$ cat config.mk
export PLATFORM = sky130hd
export DESIGN_NAME = lp805x_sfr_timer
export DESIGN_NICKNAME = d
export VERILOG_FILES = /design/src/rtl/lp805x_sfr_timer.sv
export SDC_FILE = /design/constraint.sdc
export NUM_CORES = 1
export LEC_CHECK = 0
export BUFFER_PORTS_ARGS = -buffer_cell sky130_fd_sc_hd__buf_4
export CORE_ASPECT_RATIO = 0.9
export CORE_UTILIZATION = 48
export CTS_CLUSTER_SIZE = 40
export DETAILED_ROUTE_END_ITERATION = 16
export GPL_ROUTABILITY_DRIVEN = 1
export GPL_TIMING_DRIVEN = 0
export PLACE_DENSITY = 0.74
export SYNTH_ARGS = -nofsm -noshare
export SYNTH_HDL_FRONTEND = slang
export SYNTH_SLANG_ARGS = --single-unit
export TNS_END_PERCENT = 5
$ cat constraint.sdc
create_clock -name clk -period 1.65 [get_ports clk]
set_input_delay 0.2475 -clock clk [delete_from_list [all_inputs] [get_ports clk]]
set_output_delay 0.2475 -clock clk [all_outputs]
set_load 0.1 [all_outputs]
$ cat src/rtl/lp805x_sfr_timer.sv
// 16-bit SFR-mapped timer with optional divide-by-12 prescale, auto-reload and
// an overflow interrupt, attached to the lp805x SFR request/response buses.
module lp805x_sfr_timer #(
  parameter logic [7:0] CON_ADDR = 8'hC8,
  parameter logic [7:0] RL_ADDR  = 8'hCA,
  parameter logic [7:0] RH_ADDR  = 8'hCB,
  parameter logic [7:0] TL_ADDR  = 8'hCC,
  parameter logic [7:0] TH_ADDR  = 8'hCD
) (
  input  logic        clk,
  input  logic        rst,
  input  logic [28:0] sfr_bus_i,
  input  logic        irq_ack,
  output logic [9:0]  sfr_bus_o,
  output logic        irq
);

  // Writable CON fields: TF, IE, PSE, ARL, TR.
  localparam logic [7:0] CON_MASK = 8'hC7;

  logic [7:0]  wr_addr_s, rd_addr_s, data_in_s;
  logic        wr_s, rd_s, bit_in_s, wr_bit_s, rd_bit_s;
  logic        wr_con_s, wr_rl_s, wr_rh_s, wr_tl_s, wr_th_s;
  logic        bit_wr_s, bit_rd_s, cnt_wr_s, pse_chg_s, tick_s, ovf_s;
  logic [7:0]  con_sw_s, con_nxt_s, rd_mux_s;
  logic [15:0] cnt_s, cnt_nxt_s;
  logic [3:0]  presc_nxt_s;

  logic [7:0]  con_r, rl_r, rh_r, tl_r, th_r, rd_data_r;
  logic [3:0]  presc_r;
  logic        bit_out_r, irq_r;

  assign wr_addr_s = sfr_bus_i[28:21];
  assign rd_addr_s = sfr_bus_i[20:13];
  assign data_in_s = sfr_bus_i[12:5];
  assign wr_s      = sfr_bus_i[4];
  assign rd_s      = sfr_bus_i[3];
  assign bit_in_s  = sfr_bus_i[2];
  assign wr_bit_s  = sfr_bus_i[1];
  assign rd_bit_s  = sfr_bus_i[0];

  assign wr_con_s  = wr_s && (wr_addr_s == CON_ADDR);
  assign wr_rl_s   = wr_s && (wr_addr_s == RL_ADDR);
  assign wr_rh_s   = wr_s && (wr_addr_s == RH_ADDR);
  assign wr_tl_s   = wr_s && (wr_addr_s == TL_ADDR);
  assign wr_th_s   = wr_s && (wr_addr_s == TH_ADDR);
  assign cnt_wr_s  = wr_tl_s || wr_th_s;
  assign bit_wr_s  = wr_bit_s && (wr_addr_s[7:3] == CON_ADDR[7:3]);
  assign bit_rd_s  = rd_bit_s && (rd_addr_s[7:3] == CON_ADDR[7:3]);
  assign cnt_s     = {th_r, tl_r};

  // Software view of CON after this cycle's byte/bit write; byte write wins.
  always_comb begin
    con_sw_s = con_r;
    if (wr_con_s) begin
      con_sw_s = data_in_s & CON_MASK;
    end else if (bit_wr_s) begin
      con_sw_s[wr_addr_s[2:0]] = bit_in_s & CON_MASK[wr_addr_s[2:0]];
    end else begin
      con_sw_s = con_r;
    end
  end

  assign pse_chg_s = (con_sw_s[2] != con_r[2]);

  // Tick and prescaler: every cycle when PSE=0, once per 12 cycles when PSE=1.
  always_comb begin
    tick_s      = 1'b0;
    presc_nxt_s = presc_r;
    if (con_r[0]) begin
      tick_s = !con_r[2] || (presc_r == 4'd11);
    end else begin
      tick_s = 1'b0;
    end
    if (pse_chg_s) begin
      presc_nxt_s = 4'd0;
    end else if (con_r[0] && con_r[2]) begin
      presc_nxt_s = (presc_r == 4'd11) ? 4'd0 : presc_r + 4'd1;
    end else begin
      presc_nxt_s = presc_r;
    end
  end

  // A byte write to TL/TH pre-empts the count, so it can never overflow then.
  assign ovf_s = tick_s && !cnt_wr_s && (cnt_s == 16'hFFFF);

  // Next count value: software write, overflow reload, increment or hold.
  always_comb begin
    cnt_nxt_s = cnt_s;
    if (cnt_wr_s) begin
      cnt_nxt_s[7:0]  = wr_tl_s ? data_in_s : tl_r;
      cnt_nxt_s[15:8] = wr_th_s ? data_in_s : th_r;
    end else if (ovf_s) begin
      cnt_nxt_s = con_r[1] ? {rh_r, rl_r} : 16'h0000;
    end else if (tick_s) begin
      cnt_nxt_s = cnt_s + 16'd1;
    end else begin
      cnt_nxt_s = cnt_s;
    end
  end

  // Hardware overflow beats both the acknowledge and a software clear of TF.
  assign con_nxt_s = {ovf_s || (con_sw_s[7] && !irq_ack), con_sw_s[6:0]};

  // Byte read mux; unmapped addresses read as zero.
  always_comb begin
    rd_mux_s = 8'h00;
    case (rd_addr_s)
      CON_ADDR: rd_mux_s = con_r;
      RL_ADDR:  rd_mux_s = rl_r;
      RH_ADDR:  rd_mux_s = rh_r;
      TL_ADDR:  rd_mux_s = tl_r;
      TH_ADDR:  rd_mux_s = th_r;
      default:  rd_mux_s = 8'h00;
    endcase
  end

  // Timer state, read-data pipeline and interrupt register.
  always_ff @(posedge clk or negedge rst) begin
    if (!rst) begin
      con_r     <= 8'h00;
      rl_r      <= 8'h00;
      rh_r      <= 8'h00;
      tl_r      <= 8'h00;
      th_r      <= 8'h00;
      presc_r   <= 4'd0;
      rd_data_r <= 8'h00;
      bit_out_r <= 1'b0;
      irq_r     <= 1'b0;
    end else begin
      con_r     <= con_nxt_s;
      rl_r      <= wr_rl_s ? data_in_s : rl_r;
      rh_r      <= wr_rh_s ? data_in_s : rh_r;
      tl_r      <= cnt_nxt_s[7:0];
      th_r      <= cnt_nxt_s[15:8];
      presc_r   <= presc_nxt_s;
      rd_data_r <= rd_s ? rd_mux_s : 8'h00;
      bit_out_r <= bit_rd_s ? con_r[rd_addr_s[2:0]] : 1'b0;
      irq_r     <= con_r[7] && con_r[6];
    end
  end

  assign sfr_bus_o = {rd_data_r, bit_out_r, 1'b0};
  assign irq       = irq_r;

endmodule

==> impl_metrics.py, run 1 <==
metrics = {
    "status": {
        "run_status": "complete, but fails checks",
        "violations": "setup timing",
    },
    "logic_synthesis": {
        "yosysWarnings": 0,
        "ys_seq_area_frac": 0.414,
        "yosysUniqueCellTypes": 68,
        "synth_compound_area_frac": 0.188,
        "syn_nets": 349,
        "synthArstFlopShare": 1.00,
        "avgSynthCellArea_um2": 10.4,
        "synth_seq_cells": 54,
        "synth_top_area_frac": 0.414,
        "synthSimpleGateAreaFrac": 0.211,
        "synth_top_family_by_area": "simple AND/OR/NAND/NOR gates",
        "syn_area_um2": 3260,
        "synth-edff-count": 0,
        "synth_xor_area_frac": 0.0322,
        "synthMuxAreaShare": 0.110,
        "yosys-top-cells-area": "dfrtp_1 (41%), mux2_2 (5.9%), a21oi_1 (3.5%)",
        "synthAdderAreaFrac": 0.00767,
        "synth_cells": 315,
        "ys.flop_type": "dfrtp_1",
        "yosysTopAreaCell": "dfrtp_1",
    },
    "cells_and_area": {
        "nets": 421,
        "drive_gt1_frac": 0.405,
        "syn2layout_area_growth_pct": 28.5,
        "fin_area_um2": 4190,
        "n_antenna_cell": 0,
        "fin_cells": 478,
    },
    "hold_path": {
        "worstHoldStart": "sfr_bus_i[0]",
        "whs_path_depth": 3,
        "hp-class": "in -> reg",
        "min_to": "bit_out_r",
    },
    "worst_setup_path": {
        "reg2regPathDepth": 7,
        "slowest_stage": "dfrtp_2",
        "worstPathArrival_ns": 1.96,
        "cp-start-kind": "flip-flop",
        "crit_path_max_fanout": 7,
        "path_class": "reg -> reg",
        "critPathTopFamily": "simple AND/OR/NAND/NOR gates",
        "worst_path_largest_cell_delay_ns": 0.44,
        "required_ns": 1.87,
        "crit_path_end_kind": "flip-flop",
        "reg2reg_to": "th_r[3]",
        "r2r_start": "tl_r[7]",
        "crit_chain": "nand4_4 > nor4_4 > buf_4 > and3_4 > buf_6 > nor2_2 > o31ai_2",
        "path_buf_inv": 2,
        "r2r_slack_ns": -0.08,
    },
    "placed_design": {
        "hpwl_mm": 6.45,
        "portBuffers": 38,
        "gp_congestion": 0.911,
        "dp.cells": 443,
        "dpl_cell_area_um2": 3690,
    },
    "clocking": {
        "clockBufferDepth": 2,
        "clock-sinks": 54,
        "cts_made_buffers": 5,
        "cts_tree": "yes",
        "htree_levels": 2,
        "clockRootBuffer": "clkbuf_8",
        "clkSlewWorstSetupHoldPaths_ns": 0.10,
        "clk_latency_ns": 0.32,
    },
    "timing": {
        "period_needed_ns": 1.73,
        "setup_viol": 13,
        "skew_ns": 0.0110,
        "rsz0062_at_grt": "true",
        "min_period_over_period": 1.05,
        "fmax_mhz": 576,
        "slew_violations": 0,
        "max_slew_margin": 0.458,
        "hold_violations": 0,
        "layout_setup_ws_ns": -0.0848,
        "holdWs_ns": 0.142,
        "worst_slew_pin_slew_ns": 0.809,
    },
    "detailed_routing": {
        "vias_per_cell": 6.45,
        "first_pass_iters": 7,
        "wl_per_cell_um": 20.3,
        "routed_wl_mm": 9.71,
        "drtAntennaViolNets": 0,
        "dr.first_iter.drc_count": 361,
        "num_vias": 3084,
        "drc_errors": 0,
    },
    "floorplanning": {
        "fp.dieH_um": 80.2,
        "start_util": 0.495,
        "row_count": 28,
        "die-area_um2": 7130,
        "core_area_um2": 6590,
        "num_io_pins": 43,
        "die_w_um": 88.9,
    },
    "grt": {
        "grtUsageMet3": 0.0504,
        "grt_pass1_vias": 2882,
        "grt_max_degree": 55,
        "grt_overflow": 0,
        "antenna_found_initial": 0,
        "grt.busiest_layer": "met2",
        "met1_usage": 0.386,
        "use_met2": 0.446,
        "grt_pass1_wl_mm": 14.8,
        "grt_util_all_layers": 0.282,
    },
    "job": {
        "max_cap_violations": 0,
    },
    "power_and_ir_drop": {
        "powerDensity_nw_per_um2": 943,
        "ir_worst_vdd_mv": 0.433,
        "leakage_nw": 1.71,
    },
}
==> through the flow <==
| step | total power, mW | worst slack, ns | setup TNS (ns) | utilization |
|---|---|---|---|---|
| after global routing | 4.12 | -0.115 | -1.89 | 0.637 |
| after global placement | 2.60 | -0.356 | -11.51 | 0.560 |
| after detailed placement | 2.63 | -0.435 | -12.60 | 0.560 |
| after floorplan | 2.34 | -0.0328 | -0.0852 | - |
| final | 3.95 | -0.0848 | -0.628 | 0.637 |
| after CTS | 3.60 | -0.0960 | -0.654 | 0.599 |
==> worst register-to-register path, delay by kind of cell, from the launching register on <==
kind | cells | cell delay [ns]
and+or+nand+nor | 4 | 0.64
DFF | 1 | 0.44
buffers and inverters | 2 | 0.33
AOI/OAI and AO/OA | 1 | 0.23
==> synthesized netlist by cell type (3+ instances only) <==
cell      count
clkbuf_1      7
xnor2_1       6
nor4_1        4
nor2b_1       3
mux2i_1       8
dfrtp_1      54
mux2_2       17
a32oi_1       3
nor2_1       18
nor3_1       11
a222oi_1      8
and3_1        4
buf_4         5
a31oi_1       7
a21oi_1      23
nand3_1      11
o21ai_0       8
xor2_1        6
nand4_1       4
o22ai_1       8
o31ai_1       3
inv_1         6
nand2_1      22
nor4_4        3
nand2b_1      4
a22oi_1       9
or3_1         3
==> power breakdown <==
| part | internal (mW) | switching, mW |
|---|---|---|
| Clock | 0.455 | 0.442 |
| Combinational | 0.657 | 0.674 |
| Sequential | 1.48 | 0.241 |
| Total | 2.60 | 1.36 |
==> logic make-up (layout without fill, tap and decap cells) <==
group	count (synthesis)	after routing
other	1	1
flip-flops	54	54
AO/OA/AOI/OAI	87	87
XOR/XNOR	12	12
multiplexers	30	30
adder cells (fa/ha/maj)	2	2
AND/OR/NAND/NOR	106	106
buffers and inverters	23	96
==> registers in the layout, indices dropped and copies added, names as in the netlist <==
name,count
th_r,8
rd_data_r,8
rl_r,8
tl_r,8
rh_r,8
irq,1
bit_out_r,1
con_r,8
presc_r,4
==> placed cells by master (no fill, tap or decap), types with 3 or more instances in the layout <==
cell type  count
nor3_1         9
mux2_2        17
nor2b_1        3
nand2b_1       4
a222oi_1       8
nand2_1       21
nand3_1        9
or3_1          3
buf_4         69
dfrtp_2       12
o22ai_1        8
buf_6          3
nor3_2         3
nor2_2         3
mux2i_1        8
a22oi_1        9
and3_1         3
clkbuf_8       5
nor4_4         5
nor2_1        16
nand4_1        4
dfrtp_1       42
clkbuf_1       6
a32oi_1        3
a21oi_1       22
xor2_1         6
inv_1          6
o21ai_0        6
a31oi_1        6
nand3_4        4
xnor2_1        6
==> layer usage <==
layer / routed length, um / share of wire / vias up
met3: 812 / 0.084 / 34
met5: 0 / 0 / -
li1: - / - / 1361
met4: 274 / 0.028 / 0
met1: 3990 / 0.41 / 1506
met2: 4630 / 0.48 / 183
==> what timing repair did <==
| action | CTS | global route |
|---|---|---|
| buffers inserted | 7 | 20 |
| resized for setup | 27 | 23 |
| endpoints found under the hold margin | 26 | 0 |
| hold buffers | 1 | 0 |
| pin swaps | 6 | 15 |
| setup endpoints to repair | 25 | 40 |
==> cell type report <==
cell class / instances / area (um^2)
clock buffer: 7 / 76.3
multi-input combinational: 238 / 1980
timing repair buffer: 66 / 498
buffer: 16 / 105
clock inverter: 1 / 30.0
sequential: 54 / 1370
inverter: 6 / 22.5
fill: 533 / 2390
tap: 90 / 113
==> how the worst max path moves through the flow <==
stage | startpoint | slack [ns] | depth (start not counted) | to
floorplan | sfr_bus_i[26] | -0.03 | 6 | presc_r[2]
global placement | sfr_bus_i[18] | -0.36 | 6 | rd_data_r[7]
detailed placement | sfr_bus_i[18] | -0.43 | 6 | rd_data_r[7]
CTS | tl_r[0] | -0.1 | 8 | th_r[3]
global route | presc_r[0] | -0.12 | 6 | th_r[0]
finish | tl_r[7] | -0.08 | 7 | th_r[3]
No activity file was read; power rests on OpenSTA's default activity.
==> run 2, diff against run 1 <==
--- a/config.mk
+++ b/config.mk
@@ -12,6 +12,7 @@
 export DETAILED_ROUTE_END_ITERATION = 16
 export GPL_ROUTABILITY_DRIVEN = 1
 export GPL_TIMING_DRIVEN = 0
+export MAX_ROUTING_LAYER = met4
 export PLACE_DENSITY = 0.74
 export SYNTH_ARGS = -nofsm -noshare
 export SYNTH_HDL_FRONTEND = slang
==> impl_metrics.py, run 2 (same netlist as run 1, synthesis figures left out) <==
metrics = {
    "clocking": {
        "clockRootBuffer": "clkbuf_8",
        "cts_tree": "yes",
        "cts_made_buffers": 5,
        "htree_levels": 2,
        "clock-sinks": 54,
        "clk_latency_ns": 0.33,
        "clkSlewWorstSetupHoldPaths_ns": 0.11,
        "clockBufferDepth": 2,
    },
    "timing": {
        "period_needed_ns": 1.70,
        "max_slew_margin": 0.507,
        "setup_viol": 9,
        "fin_setup_tns_ns": -0.182,
        "fmax_mhz": 588,
        "skew_ns": 0.0105,
        "hold_violations": 0,
        "rsz0062_at_grt": "true",
        "worst_slew_pin_slew_ns": 0.736,
        "layout_setup_ws_ns": -0.0515,
        "slew_violations": 0,
        "min_period_over_period": 1.03,
    },
    "worst_setup_path": {
        "crit_path_max_fanout": 5,
        "reg2reg_to": "th_r[6]",
        "crit_path_end_kind": "flip-flop",
        "crit_start": "presc_r[0]",
        "slowest_stage": "dfrtp_1",
        "worstPathArrival_ns": 1.92,
        "crit_chain": "ha_2 > and3b_2 > o21a_4 > a31oi_2 > a31oi_1 > o22a_1",
        "path_buf_inv": 0,
        "path_depth": 6,
        "reg2regPathDepth": 6,
        "endpoint": "th_r[6]",
        "path_class": "reg -> reg",
        "required_ns": 1.87,
        "cp-start-kind": "flip-flop",
        "worst_path_largest_cell_delay_ns": 0.40,
        "r2r_slack_ns": -0.05,
        "r2r_start": "presc_r[0]",
        "critPathTopFamily": "compound AO/OA/AOI/OAI gates",
    },
    "power_and_ir_drop": {
        "clkPwrFrac": 0.246,
        "p_sw_frac": 0.346,
        "leakage_nw": 1.67,
        "powerDensity_nw_per_um2": 943,
        "ir_worst_vdd_mv": 0.456,
        "comb_power_share": 0.308,
        "finalPower_mw": 3.88,
        "power.internal_mw": 2.54,
        "seqPwrFrac": 0.446,
        "switching_power_mw": 1.34,
    },
    "detailed_routing": {
        "routed_wl_mm": 9.32,
        "first_pass_iters": 7,
        "drtAntennaViolNets": 0,
        "drc_errors": 0,
        "dr.first_iter.drc_count": 362,
        "wl_per_cell_um": 19.8,
        "num_vias": 2991,
        "vias_per_cell": 6.34,
    },
    "floorplanning": {
        "row_count": 28,
        "die_w_um": 88.9,
        "die-area_um2": 7130,
        "num_io_pins": 43,
        "start_util": 0.495,
        "fp.dieH_um": 80.2,
        "core_area_um2": 6590,
    },
    "grt": {
        "grt_util_all_layers": 0.288,
        "grt_pass1_wl_mm": 14.7,
        "grt_pass1_vias": 2773,
        "grt_max_degree": 55,
        "antenna_found_initial": 0,
        "grt_overflow": 0,
    },
    "status": {
        "run_status": "complete, but fails checks",
        "violations": "setup timing",
    },
    "hold_path": {
        "hp-class": "in -> reg",
        "worstHoldStart": "sfr_bus_i[0]",
    },
    "cells_and_area": {
        "syn2layout_area_growth_pct": 26.2,
        "layout_common_cells": "buf_4 (64), dfrtp_1 (42), a21oi_1 (21), nand2_1 (21), mux2_2 (17)",
        "nets": 415,
        "n_antenna_cell": 0,
        "layout_commonest_cell": "buf_4",
        "drive_gt1_frac": 0.393,
        "fin_cells": 472,
    },
    "placed_design": {
        "portBuffers": 38,
        "gp_congestion": 0.930,
        "hpwl_mm": 6.59,
        "dp.cells": 443,
    },
    "job": {
        "max_cap_violations": 0,
    },
}
-- run 2: what timing repair did --
| action | 4_1_cts | 5_1_grt |
|---|---|---|
| hold buffers | 1 | 0 |
| buffers inserted | 10 | 12 |
| setup endpoints to repair | 25 | 35 |
| pin swaps | 11 | 5 |
| endpoints found under the hold margin | 45 | 0 |
| resized for setup | 16 | 29 |
-- run 2: how the worst min path moves through the flow --
stage / cells after the start / slack, ns / to
4_1_cts: 3 / 0.12 / bit_out_r
3_3_place_gp: 1 / 0.34 / rl_r[6]
6_report: 3 / 0.12 / bit_out_r
3_5_place_dp: 1 / 0.34 / rl_r[6]
2_1_floorplan: 0 / -0.05 / bit_out_r
5_1_grt: 3 / 0.15 / bit_out_r
-- run 2: metrics by stage --
step,instance area [um^2],utilization,hold slack [ns],worst slack [ns]
2_1_floorplan,3290,-,-0.0481,-0.0328
3_3_place_gp,3690,0.560,0.338,-0.333
3_5_place_dp,3690,0.560,0.338,-0.451
5_1_grt,4120,0.625,0.147,-0.122
6_report,4120,0.625,0.121,-0.0515
4_1_cts,3930,0.597,0.120,-0.0960
-- run 2: area by class of cell --
type | count | area [um^2]
inverter | 6 | 22.5
multi-input combinational | 238 | 1940
sequential | 54 | 1370
fill | 566 | 2470
clock buffer | 5 | 68.8
buffer | 15 | 93.8
clock inverter | 3 | 47.5
tap | 90 | 113
timing repair buffer | 61 | 460
-- run 2: worst min-delay path: stages --
cell and delay [ns]:
buf_4 0.11, nand2_1 0.04, nor2_1 0.03
-- run 2: metal layers --
metal	vias up	wire length [um]	GRT usage
met5	-	0	-
met4	0	157	0.0823
met3	13	738	0.0545
met2	156	4410	0.448
met1	1480	4020	0.382
li1	1342	-	-
-- run 2: power by group through the flow --
stage	Sequential [mW]	Combinational (mW)	Clock, mW
floorplan	1.67	0.671	0
global placement	1.73	0.876	0
detailed placement	1.74	0.903	0
CTS	1.71	0.993	0.962
global route	1.75	1.28	0.998
finish	1.73	1.19	0.955
==> run 3, diff against run 2 <==
--- a/config.mk
+++ b/config.mk
@@ -7,13 +7,13 @@
 export LEC_CHECK = 0
 export BUFFER_PORTS_ARGS = -buffer_cell sky130_fd_sc_hd__buf_4
 export CORE_ASPECT_RATIO = 0.9
-export CORE_UTILIZATION = 48
+export CORE_UTILIZATION = 43
 export CTS_CLUSTER_SIZE = 40
 export DETAILED_ROUTE_END_ITERATION = 16
 export GPL_ROUTABILITY_DRIVEN = 1
 export GPL_TIMING_DRIVEN = 0
 export MAX_ROUTING_LAYER = met4
-export PLACE_DENSITY = 0.74
+export PLACE_DENSITY = 0.68
 export SYNTH_ARGS = -nofsm -noshare
 export SYNTH_HDL_FRONTEND = slang
 export SYNTH_SLANG_ARGS = --single-unit
==> impl_metrics.py, run 3 (same netlist as run 1, synthesis figures left out) <==
metrics = {
    "power_and_ir_drop": {
        "ir_worst_vdd_mv": 0.412,
        "p_sw_frac": 0.353,
        "clkPwrFrac": 0.209,
        "powerDensity_nw_per_um2": 908,
        "comb_power_share": 0.336,
        "seqPwrFrac": 0.455,
        "power.internal_mw": 2.46,
        "finalPower_mw": 3.81,
        "switching_power_mw": 1.34,
        "leakage_nw": 1.70,
    },
    "clocking": {
        "clockRootBuffer": "clkbuf_8",
        "htree_levels": 2,
        "clkSlewWorstSetupHoldPaths_ns": 0.10,
        "clockBufferDepth": 2,
        "clk_latency_ns": 0.32,
        "cts_tree": "yes",
        "cts_made_buffers": 5,
        "clock-sinks": 54,
    },
    "grt": {
        "grt_overflow": 0,
        "grt_pass1_vias": 2793,
        "grt.busiest_layer": "met1",
        "grt_pass1_wl_mm": 14.9,
        "use_met2": 0.356,
        "grt_max_degree": 55,
        "antenna_found_initial": 0,
        "grt_util_all_layers": 0.256,
        "met1_usage": 0.374,
        "grtUsageMet3": 0.0435,
    },
    "floorplanning": {
        "die_w_um": 93.8,
        "start_util": 0.454,
        "num_io_pins": 43,
        "row_count": 29,
        "fp.dieH_um": 84.6,
        "core_area_um2": 7180,
        "die-area_um2": 7940,
    },
    "placed_design": {
        "gp_congestion": 0.935,
        "hpwl_mm": 6.60,
        "dpl_cell_area_um2": 3690,
        "portBuffers": 38,
        "dp.cells": 446,
    },
    "timing": {
        "min_period_over_period": 1.06,
        "fmax_mhz": 572,
        "setup_viol": 15,
        "worst_slew_pin_slew_ns": 0.822,
        "rsz0062_at_grt": "true",
        "max_slew_margin": 0.449,
        "hold_violations": 0,
        "fin_setup_tns_ns": -0.684,
        "skew_ns": 0.00935,
        "slew_violations": 0,
        "period_needed_ns": 1.75,
        "layout_setup_ws_ns": -0.0977,
    },
    "detailed_routing": {
        "drtAntennaViolNets": 0,
        "num_vias": 3020,
        "vias_per_cell": 6.29,
        "dr.first_iter.drc_count": 323,
        "wl_per_cell_um": 20.3,
        "drc_errors": 0,
        "first_pass_iters": 5,
        "routed_wl_mm": 9.76,
    },
    "worst_setup_path": {
        "worstPathArrival_ns": 1.99,
        "required_ns": 1.89,
        "crit_path_max_fanout": 5,
        "path_class": "reg -> reg",
        "crit_path_end_kind": "flip-flop",
        "cp-start-kind": "flip-flop",
    },
    "cells_and_area": {
        "layout_commonest_cell": "buf_4",
        "nFillCells": 603,
        "final_core_utilization": 0.583,
        "syn2layout_area_growth_pct": 28.4,
        "n_antenna_cell": 0,
        "fin_cells": 480,
        "fin_area_um2": 4190,
        "layout_common_cells": "buf_4 (66), dfrtp_1 (42), nand2_1 (20)",
        "nets": 420,
        "drive_gt1_frac": 0.408,
    },
    "status": {
        "violations": "setup timing",
        "run_status": "complete, but fails checks",
    },
    "job": {
        "max_cap_violations": 0,
    },
    "hold_path": {
        "hp-class": "in -> reg",
    },
}
-- run 3: changes by cell type in the layout (fill, tap and decap cells not counted), moves of 2 or more --
| cell | delta |
|---|---|
| nor3_2 | +2 |
| buf_4 | +2 |
| buf_6 | +3 |
| a21oi_1 | -2 |
| a21oi_2 | +2 |
| nor3_1 | -2 |
-- run 3: stage by stage --
step                setup slack [ns]  hold slack, ns
floorplan                    -0.0328         -0.0481
global placement              -0.407           0.342
detailed placement            -0.460           0.347
CTS                           -0.141           0.141
global route                  -0.170           0.160
finish                       -0.0977           0.147
-- run 3: power by group through the flow --
| stage | combinational (mW) | sequential [mW] | clock [mW] |
|---|---|---|---|
| final | 1.28 | 1.73 | 0.796 |
| after global routing | 1.39 | 1.75 | 0.867 |
| after CTS | 0.997 | 1.71 | 0.809 |
| after detailed placement | 0.912 | 1.73 | 0 |
| after global placement | 0.879 | 1.73 | 0 |
| after floorplan | 0.671 | 1.67 | 0 |
-- run 3: timing repair --
action / 4_1_cts / 5_1_grt
hold buffers: 1 / 0
gates resized for setup: 13 / 41
endpoints found under the setup margin: 25 / 35
setup buffers: 9 / 18
endpoints found under the hold margin: 15 / 0
pin swaps: 9 / 11
-- run 3: cell type report --
cell class                      count  area [um^2]  share of cell area
Clock inverter                      2         12.5             0.00299
Inverter                            6         22.5             0.00538
Clock buffer                        6         82.6              0.0197
Sequential cell                    54         1370               0.326
Timing Repair Buffer               66          509               0.122
Buffer                             15         93.8              0.0224
Tap cell                           93          116              0.0278
Multi-Input combinational cell    238         1990               0.474
-- run 3: worst max-delay path, cell delays in order (launching register included) --
cell	delay, ns
dfrtp_2	0.44
nand3_4	0.13
nor4_4	0.28
buf_4	0.17
buf_6	0.10
nand3_4	0.10
mux2_4	0.33
o221ai_2	0.13
-- run 3: per-layer routing --
metal / part of all wire / wire length (um)
met4: 0.025 / 246
met2: 0.46 / 4500
met1: 0.45 / 4400
met5: 0 / 0
met3: 0.063 / 613
-- run 3: path summary, 6_finish.rpt --
path,start,to,slack [ns],depth (start not counted)
setup / recovery,tl_r[4],tl_r[3],-0.1,7
hold / removal,sfr_bus_i[0],bit_out_r,0.15,3
setup reg to reg,tl_r[4],tl_r[3],-0.1,7
hold reg to reg,rl_r[1],rl_r[1],0.55,1
max in group asynchronous,rst,th_r[0],0.62,2
min in group asynchronous,rst,tl_r[2],0.51,2
